## src/rtl/riscv_pkg.sv

```systemverilog
// Shared RV32 definitions: M-extension funct3 encodings, the mul/div sequencer
// state type and the default datapath width.
package riscv_pkg;

  localparam int DEFAULT_XLEN = 32;

  localparam logic [2:0] F3_MUL    = 3'b000;
  localparam logic [2:0] F3_MULH   = 3'b001;
  localparam logic [2:0] F3_MULHSU = 3'b010;
  localparam logic [2:0] F3_MULHU  = 3'b011;
  localparam logic [2:0] F3_DIV    = 3'b100;
  localparam logic [2:0] F3_DIVU   = 3'b101;
  localparam logic [2:0] F3_REM    = 3'b110;
  localparam logic [2:0] F3_REMU   = 3'b111;

  typedef enum logic [1:0] {
    S_IDLE  = 2'b00,
    S_CALC  = 2'b01,
    S_FIXUP = 2'b10,
    S_DONE  = 2'b11
  } muldiv_state_t;

endpackage

```

## src/rtl/muldiv_datapath.sv

```systemverilog
// Iterative unsigned magnitude engine: radix-2 shift-add multiply and restoring
// divide sharing one 2*XLEN register (high half = accumulator/remainder, low half = multiplier/quotient).
module muldiv_datapath #(
  parameter int XLEN = riscv_pkg::DEFAULT_XLEN
) (
  input  logic              clk,
  input  logic              rst_n,
  input  logic              init,
  input  logic              step,
  input  logic              is_div,
  input  logic [XLEN-1:0]   a_in,
  input  logic [XLEN-1:0]   b_in,
  output logic [2*XLEN-1:0] acc
);

  logic [XLEN-1:0]   b_reg;
  logic [XLEN-1:0]   hi;
  logic [XLEN-1:0]   lo;
  logic [XLEN:0]     sum;
  logic [XLEN+1:0]   trial;
  logic              borrow;
  logic [2*XLEN-1:0] acc_next;

  // One iteration of multiply or divide; trial carries an extra bit to expose the borrow
  always_comb begin
    hi       = acc[2*XLEN-1:XLEN];
    lo       = acc[XLEN-1:0];
    sum      = {1'b0, hi} + {1'b0, b_reg};
    trial    = {1'b0, hi, lo[XLEN-1]} - {2'b00, b_reg};
    borrow   = trial[XLEN+1];
    acc_next = acc;
    if (is_div) begin
      if (borrow) begin
        acc_next = {hi[XLEN-2:0], lo[XLEN-1], lo[XLEN-2:0], 1'b0};
      end else begin
        acc_next = {trial[XLEN-1:0], lo[XLEN-2:0], 1'b1};
      end
    end else if (lo[0]) begin
      acc_next = {sum, lo[XLEN-1:1]};
    end else begin
      acc_next = {1'b0, hi, lo[XLEN-1:1]};
    end
  end

  // Operand capture on init, then one shift per step
  always_ff @(posedge clk) begin
    if (!rst_n) begin
      acc   <= {(2*XLEN){1'b0}};
      b_reg <= {XLEN{1'b0}};
    end else if (init) begin
      acc   <= {{XLEN{1'b0}}, a_in};
      b_reg <= b_in;
    end else if (step) begin
      acc   <= acc_next;
    end
  end

endmodule

```

## src/rtl/muldiv_unit.sv

```systemverilog
// RV32M multiply/divide unit: sequencing FSM, sign handling, divide special
// cases and result fixup around the iterative muldiv_datapath.
module muldiv_unit
  import riscv_pkg::*;
#(
  parameter int XLEN = DEFAULT_XLEN
) (
  input  logic            clk,
  input  logic            rst_n,
  input  logic            start,
  input  logic [2:0]      funct3,
  input  logic [XLEN-1:0] op_a,
  input  logic [XLEN-1:0] op_b,
  input  logic            flush,
  output logic            stall,
  output logic            busy,
  output logic            done,
  output logic [XLEN-1:0] result
);

  localparam int CW = $clog2(XLEN);
  localparam logic [CW-1:0]   CNT_LAST = CW'(XLEN - 1);
  localparam logic [CW-1:0]   CNT_ONE  = CW'(1);
  localparam logic [XLEN-1:0] MIN_VAL  = {1'b1, {(XLEN-1){1'b0}}};
  localparam logic [XLEN-1:0] ONES     = {XLEN{1'b1}};
  localparam logic [XLEN-1:0] ZERO     = {XLEN{1'b0}};

  muldiv_state_t     state, state_next;
  logic [CW-1:0]     cnt;
  logic [2:0]        op;
  logic              neg;
  logic              special;
  logic [XLEN-1:0]   special_val;

  logic              signed_a, signed_b, sign_a, sign_b, neg_in;
  logic [XLEN-1:0]   mag_a, mag_b, special_in_val;
  logic              div_zero, div_ovf, init, step;
  logic [2*XLEN-1:0] dp_acc, prod;
  logic [XLEN-1:0]   div_mag, fix_val;

  muldiv_datapath #(.XLEN(XLEN)) u_datapath (
    .clk    (clk),
    .rst_n  (rst_n),
    .init   (init),
    .step   (step),
    .is_div (op[2]),
    .a_in   (mag_a),
    .b_in   (mag_b),
    .acc    (dp_acc)
  );

  // Issue-time decode: operand signedness, magnitudes, result sign and divide special cases
  always_comb begin
    signed_a = 1'b0;
    signed_b = 1'b0;
    neg_in   = 1'b0;
    case (funct3)
      F3_MULH, F3_DIV, F3_REM: begin signed_a = 1'b1; signed_b = 1'b1; end
      F3_MULHSU:               begin signed_a = 1'b1; signed_b = 1'b0; end
      default:                 begin signed_a = 1'b0; signed_b = 1'b0; end
    endcase
    sign_a = signed_a & op_a[XLEN-1];
    sign_b = signed_b & op_b[XLEN-1];
    mag_a  = sign_a ? (ZERO - op_a) : op_a;
    mag_b  = sign_b ? (ZERO - op_b) : op_b;
    case (funct3)
      F3_MULH, F3_DIV: neg_in = sign_a ^ sign_b;
      F3_MULHSU:       neg_in = sign_a;
      F3_REM:          neg_in = sign_a;
      default:         neg_in = 1'b0;
    endcase
    div_zero = funct3[2] & (op_b == ZERO);
    div_ovf  = ((funct3 == F3_DIV) | (funct3 == F3_REM)) & (op_a == MIN_VAL) & (op_b == ONES);
    if (div_zero) begin
      special_in_val = funct3[1] ? op_a : ONES;
    end else if (div_ovf) begin
      special_in_val = funct3[1] ? ZERO : MIN_VAL;
    end else begin
      special_in_val = ZERO;
    end
  end

  // Next-state logic; flush wins over every other transition
  always_comb begin
    state_next = state;
    init       = 1'b0;
    step       = 1'b0;
    case (state)
      S_IDLE: begin
        if (start & ~flush) begin
          init       = 1'b1;
          state_next = (div_zero | div_ovf) ? S_FIXUP : S_CALC;
        end else begin
          state_next = S_IDLE;
        end
      end
      S_CALC: begin
        step = ~flush;
        if (flush) begin
          state_next = S_IDLE;
        end else if (cnt == CNT_LAST) begin
          state_next = S_FIXUP;
        end else begin
          state_next = S_CALC;
        end
      end
      S_FIXUP: state_next = flush ? S_IDLE : S_DONE;
      S_DONE:  state_next = S_IDLE;
      default: state_next = S_IDLE;
    endcase
  end

  // Sign correction and result slice selection
  always_comb begin
    prod    = neg ? ({(2*XLEN){1'b0}} - dp_acc) : dp_acc;
    div_mag = op[1] ? dp_acc[2*XLEN-1:XLEN] : dp_acc[XLEN-1:0];
    case (op)
      F3_MUL:                       fix_val = prod[XLEN-1:0];
      F3_MULH, F3_MULHSU, F3_MULHU: fix_val = prod[2*XLEN-1:XLEN];
      F3_DIV, F3_DIVU, F3_REM, F3_REMU: fix_val = neg ? (ZERO - div_mag) : div_mag;
      default:                      fix_val = ZERO;
    endcase
    if (special) begin
      fix_val = special_val;
    end else begin
      fix_val = fix_val;
    end
  end

  // Control state, counter, issue bookkeeping and result register
  always_ff @(posedge clk) begin
    if (!rst_n) begin
      state       <= S_IDLE;
      cnt         <= {CW{1'b0}};
      op          <= 3'b000;
      neg         <= 1'b0;
      special     <= 1'b0;
      special_val <= ZERO;
      result      <= ZERO;
    end else begin
      state <= state_next;
      if (init) begin
        op          <= funct3;
        neg         <= neg_in;
        special     <= div_zero | div_ovf;
        special_val <= special_in_val;
        cnt         <= {CW{1'b0}};
      end else if (step) begin
        cnt <= cnt + CNT_ONE;
      end
      if ((state == S_FIXUP) && !flush) begin
        result <= fix_val;
      end
    end
  end

  assign stall = ~flush & (((state == S_IDLE) & start) | (state == S_CALC) | (state == S_FIXUP));
  assign busy  = (state != S_IDLE);
  assign done  = (state == S_DONE);

endmodule

```

## config.mk

```make
export PLATFORM = sky130hd
export DESIGN_NAME = muldiv_unit
export DESIGN_NICKNAME = d
export VERILOG_FILES = /design/src/rtl/riscv_pkg.sv /design/src/rtl/muldiv_datapath.sv /design/src/rtl/muldiv_unit.sv
export SDC_FILE = /design/constraint.sdc
export NUM_CORES = 1
export LEC_CHECK = 0
export CAP_MARGIN = 5
export CORE_MARGIN = 5
export CORE_UTILIZATION = 45
export CTS_CLUSTER_DIAMETER = 80
export DETAILED_ROUTE_END_ITERATION = 7
export PLACE_DENSITY = 0.72
export SKIP_LAST_GASP = 1
export SYNTH_ARGS = -nofsm -noshare
export SYNTH_HDL_FRONTEND = slang
export SYNTH_SLANG_ARGS = --single-unit
```

## constraint.sdc

```tcl
create_clock -name clk -period 5.8 [get_ports clk]
set_input_delay 1.16 -clock clk [delete_from_list [all_inputs] [get_ports clk]]
set_output_delay 1.16 -clock clk [all_outputs]
set_load 0.03 [all_outputs]
```

# After elaboration in Yosys (flattened, before gate mapping)
# Index checks and enable logic that the tools add are counted.
[classes] n_eq_ne=17 muxes=28 bitwise=15 n_reduce_logical=14 add_sub_neg=7
[ops] op="two-way mux 32 bit" count=11
[ops] op="two-way mux 64 bit" count=4
[ops] op="one-hot mux 32 bit (3 select lines)" count=1
[ops] op="subtractor 1 x 32 -> 32 bit (first input constant)" count=3
[ops] op="== test 32 bit (second input constant)" count=2
[ops] op="subtractor 1 x 64 -> 64 bit (first input constant)" count=1
[ops] op="subtractor 33 x 32 -> 34 bit" count=1
[ops] op="adder 32 x 32 -> 33 bit" count=1
[ops] op="zero test 32 bit" count=1
[ops] op="== test 3 bit (second input constant)" count=6
[ops] op="two-way mux 2 bit" count=5
[ops] op="== test 3 x 2 -> 1 bit (second input constant)" count=3
[ops] op="AND 1 bit" count=8
[ops] op="one-hot mux 2 bit (4 select lines)" count=1
[ops] op="OR reduction 4 bit" count=2
[ops] op="== test 3 x 1 -> 1 bit (second input constant)" count=2
[ops] op="OR reduction 2 bit" count=3
[ops] op="OR reduction 3 bit" count=2
[ops] op="adder 5 x 1 -> 5 bit (second input constant)" count=1
[ops] op="== test 5 bit (second input constant)" count=1
[ops] op="two-way mux 1 bit" count=5
[ops] op="== test 2 bit (second input constant)" count=2
[ops] op="bitwise OR 1 bit" count=4
[ops] op="nonzero test 2 bit" count=2
[ops] op="other kinds (8)" count=9
[totals] inputBits=71 elab_cells=91 out_inout_bits=35 register_bits=172

# Logic depth before layout (Yosys ltp)
# Gate-level depths: netlist of the first run.
[depth] depth_word=8 depth_mapped=17 ltp_nobuf=14

# Hierarchy
# A second synthesis of the first run with hierarchy kept.
[hier_totals] cells_unflattened=2233 area_unflattened_um2=16722.3
[modules_own_cells] mod="muldiv_unit" n_inst=1 area_per_inst_um2=8384.3 seq_area_each_um2=1521.5 cells_per_inst=1150
[modules_own_cells] mod="muldiv_datapath" n_inst=1 area_per_inst_um2=8338.0 seq_area_each_um2=1921.8 cells_per_inst=1083

# Least setup slack after synthesis of the first run
# Ideal clock, no wire load.
[synth_path] path_type="flip-flop to flip-flop" startpoint="register op[1]" endpoint="register result[28]" setup_ps=115 path_stages_with_launch=18 slack_ps=1208 n_path_buf=5 required_time_ps=5685 arrival_ps=4477 cell_sequence="dfxtp_1 > buf_6 > buf_2 > buf_2 > buf_1 > clkbuf_1 > nor2b_1 > o21bai_1 > ha_1 > o221ai_2 > or4_4 > or4_4 > o41a_1 > a21oi_2 > xor2_1 > a222oi_1 > o21ai_1 > and2_1"
[synth_via] elab_chain_len=5 word_cells_on_any_way=15 classes_between="add/sub: 1; eq/ne: 7; mux: 4; reduce/logical: 3"
[synth_lines] item="start, declared" line_no="muldiv_unit.sv:30" source="logic [2:0] op;"
[synth_lines] item="start signal, assigned" line_no="muldiv_unit.sv:143" source="op <= funct3;"
[synth_lines] item="two-way mux 32 bit" line_no="muldiv_unit.sv:116" source="div_mag = op[1] ? dp_acc[2*XLEN-1:XLEN] : dp_acc[XLEN-1:0];"
[synth_lines] item="subtractor 1 x 32 -> 32 bit" line_no="muldiv_unit.sv:120" source="F3_DIV, F3_DIVU, F3_REM, F3_REMU: fix_val = neg ? (ZERO - div_mag) : div_mag;"
[synth_lines] item="two-way mux 32 bit" line_no="muldiv_unit.sv:120"
[synth_lines] item="one-hot mux 32 bit (3 select lines) *" line_no="muldiv_unit.sv:117" source="case (op)"
[synth_lines] item="two-way mux 32 bit *" line_no="muldiv_unit.sv:123" source="if (special) begin"
[synth_lines] item="end signal, assigned" line_no="muldiv_unit.sv:152" source="result <= fix_val;"
[synth_lines] item="end, declared" line_no="muldiv_unit.sv:18" source="output logic [XLEN-1:0] result"
# Every way passes the cells marked *; elsewhere a longest branch is shown, timed or not.
# A chain may end at the register's enable or synchronous reset.

# Final worst setup path of the first run
# Same ends and word-level chain as after synthesis.

==> out/summary.txt, run 1 <==
========================================================================================
Result of the run                                                           finished, final reports clean
Areal power density over the cells                                            204 mW/mm²
Maximum number of pins on one net before global-route repair                          76
Worst endpoint required time                                                     6160 ps
Most flops, register                                                        u_datapath.acc
Buffer depth of the longest clock path                                                 2
Share of the yosys chip area belonging to registers                                21.5%
Gate Count Post-Synth                                                              2,213
Synthesized netlist net count                                                      2,357
Worst min-delay path category                                               flop to flop
Count of nets left with antenna violations after detail routing                        0
Vias per std cell                                                                   6.45
Portion of the clock cycle consumed by the worst path in the final layout          72.2%
Unrepaired setup endpoints after global routing                                       no
Unique masters post-synth                                                             81
Start-to-end type of the worst setup path                                   flop to flop
Flip-flop and latch count after synthesis                                            172
Setup clock skew after layout                                                    21.6 ps
DRT iter0 DRCs                                                                     2,419
Worst R2R Path Depth                                                                  11
Ports placed on the boundary                                                         106
Layout Area Growth over Synthesis                                                  10.7%
Via count of the first global-routing pass                                        15,800
Arrival time worst endpoint                                                      4540 ps
Cell at the slowest stage of the critical path                                   dfxtp_2
Critical register-to-register path endpoint                                   result[28]
Yosys warnings                                                                         0
Worst Max-Slew Pin Slew                                                          1130 ps
Crit-path most repeated cell                                                       or4_4
Least setup slack across all paths after layout                                  1610 ps
Number of nets in the layout                                                       2,321
Worst supply voltage drop on vdd                                                0.187 mV
# diodes                                                                               0
Startpoint of the worst hold path                                           special_val[6]
Hold Vio Cnt, Final                                                                    0
Launch point of the worst reg-to-reg path                                          op[1]
Number of enable flip-flop cells after synthesis                                       0
Number of inserted filler cells in the final layout                                3,508
Global-route wire length before repair                                         90,900 µm
Post-DR wirelength/cell                                                          22.3 µm
HPWL after DPL                                                                 44,200 µm
CTS Hold Bufs                                                                          0
Fraction of synthesis flops using an asynchronous set or reset pin                    0%
Vias post-DR                                                                      17,100
Setup TNS                                                                           0 ps
Most used cells in the layout excluding fill and tap cells                  nand2_1 (286), dfxtp_1 (168), a21oi_1 (167)
Worst setup slack for register-to-register paths                                 1610 ps
Achievable frequency                                                             239 MHz
Aggregate global-route resource usage                                              29.0%
Clock Sink Count                                                                     172
Max capacitance violation total                                                        0
PnR Total Power                                                                  3.63 mW
Leftover overflow at the end of global routing                                         0
Most area-consuming cells after synthesis                                   dfxtp_1 (21%), nand2_1 (6.7%), xnor2_1 (6.2%)
Root buf cell                                                                  clkbuf_16
Crit end category                                                                   flop
Number of antenna violations at the first check in global routing                      1
Cells along the critical path                                               buf_4, nor3b_1, o22ai_1, or4_4, or4_4, o41a_1, a21oi_2, xor2_1, a222oi_1, o21ai_1, and2_1
Hold slack final                                                                  444 ps
Final count of negative-setup-slack endpoints                                          0
# port buffers                                                                       105
Kind of start point of the critical path                                            flop
Post-cts resize count                                                                  0
Post-Place Setup Slack                                                           1430 ps
Area of the core                                                              0.0354 mm²
Count of H-tree levels built during CTS                                                4
Number of flip-flops under the largest register name                                  64
Largest area contributor in the netlist                                          dfxtp_1
Post-synthesis average cell area                                                7.25 µm²
Die W                                                                             199 µm
Std-Cell Rows                                                                         69
Final min period                                                                 4190 ps
Leading cell type in the layout, fill and taps excluded                          nand2_1
Clock tree from TritonCTS                                                          built
Stage delay of the slowest cell on the critical path                              640 ps
Worst-path maximum fanout                                                             35
Leakage                                                                          6.94 nW
Top-area cell type share of the netlist area                                       21.5%
Total standard cell area after synthesis                                      0.0160 mm²
Latest clock arrival within the worst-skew pair                                   460 ps
End point of the most critical hold path                                    special_val[6]
Routability Congestion                                                             0.991
Total Routed Length                                                            59,100 µm
CTS clock-pin slew for the worst setup and hold paths                              80 ps
TritonRoute pass-1 iters                                                               7
Worst hold path depth                                                                  2
Most used flip-flop cell after synthesis                                         dfxtp_1
Drc violations                                                                         0
Starting utilization of the core area                                              45.3%
Height of the chip                                                                199 µm
Number of post-CTS setup repair buffers                                                0
Max-slew headroom                                                                  24.3%
Die area                                                                      0.0395 mm²
Num CTS Buffers                                                                       17
Final slew viol count                                                                  0
Share of final-layout standard cells stronger than drive strength 1                4.57%
========================================================================================
-- synth_stat cells (43+ instances only) --
| cell type | count |
|---|---|
| nor2b_1 | 45 |
| inv_1 | 65 |
| o211a_1 | 43 |
| nor3_1 | 58 |
| xnor2_1 | 113 |
| o21ai_0 | 90 |
| xor2_1 | 84 |
| mux2i_1 | 63 |
| o211ai_1 | 54 |
| nor2_1 | 145 |
| ha_1 | 71 |
| clkbuf_1 | 151 |
| a21oi_1 | 167 |
| nand2_1 | 286 |
| o21ai_1 | 83 |
| dfxtp_1 | 172 |
-- how the worst max path moves through the flow --
stage	startpoint	to
after global placement	op_a[10]	special_val[31]
after global routing	op[1]	result[28]
after CTS	op[1]	result[28]
final	op[1]	result[28]
after detailed placement	op_a[10]	special_val[31]
after floorplan	op[1]	result[28]
-- final cells by class --
class / instances / area, µm² / area share, %
Multi-Input combinational cell: 1787 / 11600 / 65.6
Sequential cell: 172 / 3450 / 19.4
Timing Repair Buffer: 131 / 1240 / 7.01
Tap cell: 461 / 577 / 3.25
Clock buffer: 18 / 439 / 2.47
Inverter: 68 / 255 / 1.44
Clock inverter: 14 / 146 / 0.825
-- per-stage QoR --
step	cells	instance area (µm²)	utilization, %
3_3_place_gp	2619	17200	48.5
3_5_place_dp	2619	17200	48.5
6_report	2651	17700	50.1
2_1_floorplan	2213	16000	-
5_1_grt	2651	17700	50.1
4_1_cts	2651	17700	50.1
-- kinds of logic (layout without fill, tap and decap cells) --
family	after synthesis	in the layout	share of synthesized area, %
AND/OR/NAND/NOR	738	738	21.9
AO/OA/AOI/OAI	701	701	29.0
buffers and inverters	254	231	6.13
XOR/XNOR	197	197	10.8
flip-flops	172	172	21.5
multiplexers	78	78	5.00
adder cells (fa/ha/maj)	73	73	5.79
-- where the power goes --
group	internal, mW	total [mW]	switching, mW
sequential	1.22	1.32	0.101
clock	0.588	1.18	0.596
combinational	0.420	1.12	0.702
total	2.23	3.63	1.40
-- metal layers --
layer	up-vias	GRT usage, %	share of wire [%]
li1	7939	-	-
met1	8089	40.3	42
met2	907	43.8	44
met3	152	5.67	10
met4	2	12.5	4.6
met5	-	0	0.015
-- worst max-delay path: cells and delay by family (launching register included) --
kind / cells / cell delay (ps)
buffers and inverters: 1 / 490
AOI/OAI and AO/OA: 5 / 1360
and+or+nand+nor: 4 / 1480
xor gates and xnor gates: 1 / 80
DFF: 1 / 640
Power figures use the tool's default switching activity.
==> run 2: changes to the inputs <==
- clock period: 5.8 -> 3.95 ns (I/O delays scaled with it)
==> out/summary.txt, run 2 (same netlist as run 1, synthesis figures left out) <==
========================================================================================
Result of the run                                                           finished, final reports clean   unchanged
Maximum number of pins on one net before global-route repair                          91   was 76
TritonRoute pass-1 iters                                                               6   was 7
CTS Hold Bufs                                                                          0   unchanged
Via count of the first global-routing pass                                        16,000   was 15,800
Count of H-tree levels built during CTS                                                4   unchanged
WP buf/inv                                                                             1   unchanged
Share of final-layout standard cells stronger than drive strength 1                7.73%   was 4.57%
Drc violations                                                                         0   unchanged
# diodes                                                                               0   unchanged
Post-DR wirelength/cell                                                          22.7 µm   was 22.3 µm
Kind of cell adding the most delay to the critical path                     simple AND/OR/NAND/NOR gates   unchanged
Starting utilization of the core area                                              45.3%   unchanged
Arrival time worst endpoint                                                      4090 ps   was 4540 ps
Max capacitance violation total                                                        0   unchanged
Leakage                                                                          7.33 nW   was 6.94 nW
Worst Max-Slew Pin Slew                                                           912 ps   was 1130 ps
Unrepaired setup endpoints after global routing                                       no   unchanged
Final slew viol count                                                                  0   unchanged
Leading cell type in the layout, fill and taps excluded                          nand2_1   unchanged
Portion of the clock cycle consumed by the worst path in the final layout          94.6%   was 72.2%
Layout Area Growth over Synthesis                                                  14.4%   was 10.7%
DRT iter0 DRCs                                                                     2,607   was 2,419
Std-Cell Rows                                                                         69   unchanged
Worst supply voltage drop on vdd                                                0.224 mV   was 0.187 mV
HPWL after DPL                                                                 47,200 µm   was 44,200 µm
Count of nets left with antenna violations after detail routing                        0   unchanged
Worst endpoint required time                                                     4300 ps   was 6160 ps
Areal power density over the cells                                            293 mW/mm²   was 204 mW/mm²
Stage delay of the slowest cell on the critical path                              720 ps   was 640 ps
Met3 Wirelength                                                                  6310 µm   was 6010 µm
Ports placed on the boundary                                                         106   unchanged
Final count of negative-setup-slack endpoints                                          0   unchanged
Most flops, register                                                        u_datapath.acc   unchanged
Setup TNS                                                                           0 ps   unchanged
Clock Sink Count                                                                     172   unchanged
Achievable frequency                                                             267 MHz   was 239 MHz
Latest clock arrival within the worst-skew pair                                   460 ps   about the same
Die W                                                                             199 µm   unchanged
PnR Total Power                                                                  5.37 mW   was 3.63 mW
Crit end category                                                                   flop   unchanged
Leftover overflow at the end of global routing                                         0   unchanged
Die area                                                                      0.0395 mm²   unchanged
Number of antenna violations at the first check in global routing                      0   was 1
Global-route wire length before repair                                         93,000 µm   was 90,900 µm
Worst-path maximum fanout                                                              5   was 35
Worst min-delay path category                                               flop to flop   unchanged
Clock tree from TritonCTS                                                          built   unchanged
Final min period                                                                 3740 ps   was 4190 ps
Number of nets in the layout                                                       2,394   was 2,321
Root buf cell                                                                  clkbuf_16   unchanged
Crit-path most repeated cell                                                      nor2_1   was or4_4
Kind of start point of the critical path                                            flop   unchanged
Hold Vio Cnt, Final                                                                    0   unchanged
Most used cells in the layout excluding fill and tap cells                  nand2_1 (286), a21oi_1 (167), dfxtp_1 (167)   was nand2_1 (286), dfxtp_1 (168), a21oi_1 (167)
WL met2                                                                        27,000 µm   was 25,800 µm
Cells along the critical path                                               nor4_1, nand4b_1, or3_1, or2_2, nor2_1, nand2_1, o31ai_1, xnor2_1, a221oi_1, buf_4, nor2_1   was buf_4, nor3b_1, o22ai_1, or4_4, or4_4, o41a_1, a21oi_2, xor2_1, a222oi_1, o21ai_1, and2_1
Start-to-end type of the worst setup path                                   flop to flop   unchanged
Max-slew headroom                                                                  39.2%   was 24.3%
Number of flip-flops under the largest register name                                  64   unchanged
Height of the chip                                                                199 µm   unchanged
Num CTS Buffers                                                                       17   unchanged
Buffer depth of the longest clock path                                                 2   unchanged
CTS clock-pin slew for the worst setup and hold paths                              80 ps   about the same
Total Routed Length                                                            61,700 µm   was 59,100 µm
Routability Congestion                                                              1.00   was 0.991
Vias post-DR                                                                      17,600   was 17,100
Post-Route M1 WL                                                               26,000 µm   was 24,600 µm
Area of the core                                                              0.0354 mm²   unchanged
# port buffers                                                                       105   unchanged
Cell at the slowest stage of the critical path                                    nor4_1   was dfxtp_2
Top routing layer in use                                                            met4   was met5
Aggregate global-route resource usage                                              29.9%   was 29.0%
Setup clock skew after layout                                                    15.7 ps   was 21.6 ps
Vias per std cell                                                                   6.47   was 6.45
========================================================================================
==> run 2: cell count changes in the layout (fill, tap and decap cells not counted), sizes merged <==
cell	before	now
clkinv	8	6
clkinvlp	0	2
buf	27	100
==> run 2: repair_timing <==
| action | in CTS | in global routing |
|---|---|---|
| resized for setup | 0 | 2 |
| hold endpoints to repair | 0 | 0 |
| buffers inserted | 0 | 0 |
| setup endpoints to repair | 0 | 3 |
==> run 2: cell type report <==
type                            count  area [µm²]
Timing Repair Buffer              204        1840
Clock inverter                     14         148
Inverter                           68         255
Multi-Input combinational cell   1787       11600
Tap cell                          461         577
Fill cell                        3399       17000
Sequential cell                   172        3450
Clock buffer                       18         439
==> run 2: worst paths after layout <==
| path | from | endpoint | slack, ps | depth (start not counted) |
|---|---|---|---|---|
| worst min register to register | special_val[4] | special_val[4] | 450 | 2 |
| worst min-delay path | special_val[4] | special_val[4] | 450 | 2 |
| worst max register to register | u_datapath.acc[17] | result[18] | 210 | 11 |
| worst max-delay path | u_datapath.acc[17] | result[18] | 210 | 11 |
==> run 2: stage by stage <==
stage                     std cells  area [µm²]  hold WS [ps]  worst slack (ps)  utilization (%)
after detailed placement       2692       17800           439               266             50.2
after global routing           2724       18400           468              4.05             51.9
final                          2724       18400           448               211             51.9
after floorplan                2213       16100           418              30.1                -
after global placement         2692       17800           430               342             50.2
after CTS                      2724       18300           449               225             51.8
==> run 2: power by group <==
group | leakage (nW) | internal [mW] | total [mW] | switching (mW)
Combinational | 5.64 | 0.665 | 1.76 | 1.10
Sequential | 1.40 | 1.79 | 1.88 | 0.0941
Clock | 0.283 | 0.862 | 1.73 | 0.863
==> run 2: worst min-delay path: stages (launching register included) <==
cell and delay [ps]:
dfxtp_1 310, nand2_1 50, o21ai_1 50
==> run 2: routing by layer <==
| layer | global-route usage [%] | vias to the layer above |
|---|---|---|
| met4 | 11.7 | 0 |
| met5 | 0 | - |
| met3 | 5.15 | 170 |
| li1 | - | 8073 |
| met2 | 45.1 | 1012 |
| met1 | 42.6 | 8371 |
